### config.mk
export PLATFORM = sky130hd
export DESIGN_NAME = mult_seq_ctrl
export DESIGN_NICKNAME = d
export VERILOG_FILES = /design/src/rtl/mult_seq_ctrl.sv
export SDC_FILE = /design/constraint.sdc
export NUM_CORES = 1
export LEC_CHECK = 0
export CORE_MARGIN = 2
export CORE_UTILIZATION = 47
export DETAILED_ROUTE_END_ITERATION = 6
export PLACE_DENSITY = 0.9
export SYNTH_ARGS = -nofsm -noshare
export SYNTH_HDL_FRONTEND = slang
export SYNTH_SLANG_ARGS = --single-unit
### constraint.sdc
create_clock -name Clock -period 1.6 [get_ports Clock]
set_input_delay 0.16 -clock Clock [delete_from_list [all_inputs] [get_ports Clock]]
set_output_delay 0.16 -clock Clock [all_outputs]
set_load 0.005 [all_outputs]
### src/rtl/mult_seq_ctrl.sv
// Sequencer for an unsigned shift-and-add multiplier that borrows an external
// 32-bit ripple adder for WIDTH cycles per operation and returns a 2*WIDTH product.
module mult_seq_ctrl #(
  parameter int unsigned WIDTH = 32
) (
  input  logic               Clock,
  input  logic               Reset,
  input  logic               Start,
  input  logic [WIDTH-1:0]   Multiplicand,
  input  logic [WIDTH-1:0]   Multiplier,
  output logic               Busy,
  output logic               Done,
  output logic [2*WIDTH-1:0] Product,
  output logic [WIDTH-1:0]   AddA,
  output logic [WIDTH-1:0]   AddB,
  output logic               AddCin,
  input  logic [WIDTH-1:0]   AddSum,
  input  logic               AddCout
);

  localparam int unsigned CNT_W = $clog2(WIDTH) + 1;
  localparam logic [CNT_W-1:0] CNT_LAST = CNT_W'(WIDTH - 1);

  typedef enum logic [1:0] {
    IDLE = 2'd0,
    RUN  = 2'd1,
    DONE = 2'd2
  } state_t;

  state_t             state;
  state_t             state_next;
  logic [WIDTH-1:0]   m_reg;
  logic [2*WIDTH-1:0] p_reg;
  logic [2*WIDTH-1:0] p_next;
  logic [CNT_W-1:0]   cnt;
  logic               accept;
  logic               last_step;

  // State register
  always_ff @(posedge Clock) begin
    if (Reset) begin
      state <= IDLE;
    end else begin
      state <= state_next;
    end
  end

  // Next-state and output decode
  always_comb begin
    state_next = state;
    Busy       = 1'b0;
    Done       = 1'b0;
    accept     = 1'b0;
    last_step  = 1'b0;
    AddA       = '0;
    AddB       = '0;
    AddCin     = 1'b0;
    unique case (state)
      IDLE: begin
        if (Start) begin
          accept     = 1'b1;
          state_next = RUN;
        end
      end
      RUN: begin
        Busy = 1'b1;
        AddA = p_reg[2*WIDTH-1:WIDTH];
        AddB = p_reg[0] ? m_reg : '0;
        if (cnt == CNT_LAST) begin
          last_step  = 1'b1;
          state_next = DONE;
        end
      end
      DONE: begin
        Done       = 1'b1;
        state_next = IDLE;
      end
      default: state_next = IDLE;
    endcase
  end

  // Carry-out lands in the MSB so the shifted sum never drops a bit.
  assign p_next = {AddCout, AddSum, p_reg[WIDTH-1:1]};

  always_ff @(posedge Clock) begin
    if (Reset) begin
      m_reg   <= '0;
      p_reg   <= '0;
      cnt     <= '0;
      Product <= '0;
    end else if (accept) begin
      m_reg <= Multiplicand;
      p_reg <= {{WIDTH{1'b0}}, Multiplier};
      cnt   <= '0;
    end else if (state == RUN) begin
      p_reg <= p_next;
      cnt   <= cnt + 1'b1;
      if (last_step) begin
        Product <= p_next;
      end
    end
  end

endmodule

# Yosys cells after proc, flatten, opt, wreduce, memory -nomap -nowiden
# Index checks and enable logic that the tools add are counted.
# totals
word_cells	32
regBits	168
inputBits	100
# classes
n_bitwise	1
reduce_logical	5
mux	14
eq_ne	5
n_addsub	1
# op_table
op	count
$mux W32	5
$add A6 B1 Y6 const B	1
$eq A6 B5 Y1 const B	1
$mux W1	6
$mux W2	2
$ne A2 B2 Y1 const B	2
$pmux W2 S2	1
$reduce_and A3 Y1	1
$eq A2 B1 Y1 const B	1
$eq A2 B2 Y1 const B	1
$logic_not A2 Y1	1
$reduce_and A2 Y1	1
$reduce_bool A2 Y1	1
$reduce_or A2 Y1	1
$not A1 Y1	1

# Depth between registers and ports, before layout
# logic_depth
word_depth	4
ltp_mapped	7
mapped_depth_nobuf	4

# Worst setup path before layout
# OpenSTA, ideal clock, no wires.
# synth_timing
path_type	register to register
startpoint	register cnt[0]
endpoint	register Product[0]
arrival_time_ps	1345
required_time_ps	1528
synth_period_minus_slack_ps	1417
n_path_buf	2
setup_slack_ps	183
stages_incl_launch_ff	7
path_cell_list	dfxtp_1 -> ha_1 -> nand3b_4 -> nor3_4 -> buf_12 -> buf_12 -> mux2i_1
# synth_between
elab_chain_len	4
# synth_lines
element	line	source
start, declared	35	logic [CNT_W-1:0] cnt;
start signal, assigned	97	cnt <= cnt + 1'b1;
$eq A6 B5 Y1	69	if (cnt == CNT_LAST) begin
$mux W1	69	
$mux W1	58	unique case (state)
$reduce_and A3 Y1 (no line)	n/a	
end signal, assigned	99	Product <= p_next;
end, declared	13	output logic [2*WIDTH-1:0] Product,
# No other way between the ends.
# A chain may end at the register's enable or synchronous reset.

# Worst setup path in the final report
# layout_timing
startpoint	register state[1]
endpoint	output AddA[12]
# layout_between
elab_chain_len	2
# layout_lines
element	line	source
start, declared	30	state_t state;
start signal, assigned	44	state <= state_next;
$eq A2 B1 Y1	58	
$mux W32	58	
end, declared	14	output logic [WIDTH-1:0] AddA,
# No other way between the ends.

==> impl_metrics.csv <==
group,metric,value,unit
run_status,outcome,"finished, violations left",
run_status,violations,"setup timing",
logic_synthesis,synth_area_leaders,"dfxtp_1, nand2b_1, mux2i_1",
clock_tree,cts_buffers,17,
logic_synthesis,syn_nets,924,
placement,post_dp_cell_area,9750,µm²
sta,hold_viol_final,0,
logic_synthesis,yosys_warnings,0,
placement,place_ws,-0.0363,ns
placement,dp_hpwl,13000,µm
final_layout,multi_input_area,3670,µm²
clock_tree,clkLatencyLatePin,0.42,ns
pwr,finalPower,10300,µW
logic_synthesis,syn_avg_cell_area,8.87,µm²
final_layout,layout-drive-gt1-share,0.201,
logic_synthesis,synth_area_leader_cell,"dfxtp_1",
job,cap_violations,0,
pwr,seqPwrFrac,0.435,
sta,grt_setup_unrepaired,"true",
final_layout,fill_cells,1066,
detailed_routing,remaining_drc_errors,0,
detailed_routing,wl_per_cell,16.8,µm
grt,grtUsageTotal,0.250,
logic_synthesis,synth-edff-count,0,
sta,hold_ws,0.108,ns
pwr,clkPwrFrac,0.435,
setup_path,arrival,1.73,ns
sta,post-route-period-util,1.18,
floorplanning,die_x,129,µm
floorplanning,io_pins,231,
pwr,powerDensity,926,nW/µm²
grt,antenna_found_initial,0,
floorplanning,row_count,45,
grt,grt_pass1_wl,32800,µm
sta,maxSlewViolCount,0,
setup_path,end_kind,"output port",
final_layout,seq_area,3370,µm²
detailed_routing,wirelength,21200,µm
grt,grt_pass1_vias,6586,
detailed_routing,drtIter0Drc,404,
final_layout,antenna_cells,0,
pwr,internal_power,7860,µW
detailed_routing,viasPerCell,5.39,
grt,grt_max_degree,81,
final_layout,nNetsFinal,1160,
placement,gp_congestion,0.792,
pwr,pwr-share-comb,0.130,
grt,grt_remaining_overflow,0,
worst_hold_path,hold_path_class,"primary input to flip-flop",
setup_path,worst-setup-path-type,"flip-flop to output port",
pwr,p_leak,0.00416,µW
floorplanning,die_area,16500,µm²
logic_synthesis,synth-seq-cells,168,
sta,max_freq,0.530,GHz
sta,setup_ws,-0.286,ns
logic_synthesis,ys_seq_area_frac,0.461,
logic_synthesis,syn_area,7300,µm²
floorplanning,start_util,0.480,
logic_synthesis,postSynth.asyncResetShare,0,
sta,setup_viol,63,
clock_tree,cts-root-buf,"clkbuf_16",
placement,port_buffers,229,
floorplanning,chipHeight,129,µm
pwr,switching_power,2400,µW
clock_tree,clkSinkCount,168,
sta,timing.final.crit_period,1.89,ns
clock_tree,ctsHoldBuffers,0,
setup_path,startpoint_type,"flip-flop",
floorplanning,core,15200,µm²
logic_synthesis,ys_types,32,
clock_tree,cts_max_level,4,
logic_synthesis,synthFlopType,"dfxtp_1",
logic_synthesis,synthCells,823,
setup_path,critPathRequiredTime,1.44,ns
pwr,ir_drop,0.000728,V
final_layout,synthToLayoutAreaGrowth,51.8,%
clock_tree,cts_tree,"done",
pwr,switching_share,0.234,
detailed_routing,drtPass1Iterations,5,
logic_synthesis,synth_top_area_share,0.461,
detailed_routing,num_vias,6788,
final_layout,finish.instance_area,11100,µm²
clock_tree,cts.clk_slew.worst_paths,0.06,ns
detailed_routing,ant_nets,0,
sta,setup_tns,-7.44,ns
sta,finClkSkew,0.00662,ns
setup_path,cp_max_fo,5,
clock_tree,clockBufferDepth,2,
==> synthesized netlist by cell type, types with 2 or more instances <==
| master | n |
|---|---|
| a211oi_1 | 33 |
| and3_1 | 32 |
| or3_1 | 3 |
| o22ai_1 | 32 |
| nor2_1 | 36 |
| buf_4 | 7 |
| and2_1 | 32 |
| mux2i_1 | 64 |
| buf_12 | 7 |
| clkbuf_1 | 41 |
| buf_2 | 17 |
| nand2b_1 | 130 |
| nand2_1 | 99 |
| dfxtp_1 | 168 |
| inv_1 | 3 |
| xnor2_1 | 2 |
| a21oi_1 | 68 |
| o21ai_0 | 35 |
==> metrics by stage <==
step | instances | utilization
final | 1260 | 0.729
after global routing | 1260 | 0.729
after CTS | 1256 | 0.725
after detailed placement | 1197 | 0.641
after global placement | 1197 | 0.641
after floorplan | 823 | -
==> power by group through the flow <==
stage	sequential (µW)	combinational, µW	clock (µW)
finish	4470	1340	4460
global route	4480	1430	4700
CTS	4460	1310	4490
detailed placement	4550	1070	0
global placement	4540	1040	0
floorplan	4510	587	0
==> path summary, 6_finish.rpt <==
path         startpoint           to  slack [ns]  depth (start not counted)
max            state[1]     AddA[12]       -0.29                          8
max reg2reg    state[0]  Product[42]        0.03                          6
min reg2reg   p_reg[47]    p_reg[47]        0.46                          2
min               Reset     p_reg[0]        0.11                          2
==> placed cells by master (no fill, tap or decap), drive strengths merged, types with 5 or more instances in the layout <==
master,synthesis,routed
dfxtp,168,168
clkdlybuf4s50,0,162
nand2b,130,130
buf,33,118
nand2,99,99
a21oi,68,68
mux2i,64,64
nor2,36,36
o21ai,35,35
a211oi,33,33
o22ai,32,32
and3,32,32
and2,32,32
clkbuf,41,28
bufinv,0,5
==> cell families (layout without fill, tap and decap cells) <==
family / after synthesis / count (layout) / share of synthesized area
compound gates: 169 / 169 / 0.133
xor+xnor: 2 / 2 / 0.00240
fa+ha+maj: 1 / 1 / 0.00171
buf+inv: 78 / 327 / 0.0633
flops: 168 / 168 / 0.461
mux: 64 / 64 / 0.0878
other cells: 1 / 1 / 0.000514
simple gates: 340 / 340 / 0.250
==> cell type report <==
| type | count | share of cell area |
|---|---|---|
| Inverter | 4 | 0.00237 |
| Clock buffer | 20 | 0.0394 |
| Sequential cell | 168 | 0.304 |
| Multi-Input combinational cell | 577 | 0.332 |
| Clock inverter | 12 | 0.0181 |
| Tap cell | 188 | 0.0212 |
| Timing Repair Buffer | 291 | 0.283 |
==> timing repair <==
item                       4_1_cts  5_1_grt
gates resized for setup        313       66
setup buffers                   21        6
pin swaps                       12        4
gates cloned                     6        1
setup endpoints to repair       66      113
==> critical path: stages (launching register included) <==
cell and delay, ns:
dfxtp_4 0.36, nand2b_4 0.16, inv_8 0.05, buf_12 0.13, buf_12 0.13, buf_16 0.13
buf_6 0.11, and2_4 0.13, buf_6 0.11
==> per-layer routing <==
layer | track usage | up-vias | share of wire | wire (µm)
li1 | - | 3258 | - | -
met3 | 0.0553 | 68 | 0.064 | 1350
met1 | 0.299 | 3182 | 0.41 | 8620
met4 | 0.142 | 0 | 0.047 | 986
met2 | 0.416 | 280 | 0.48 | 10200
met5 | 0 | - | 0 | 0
No activity file was read; power rests on OpenSTA's default activity.
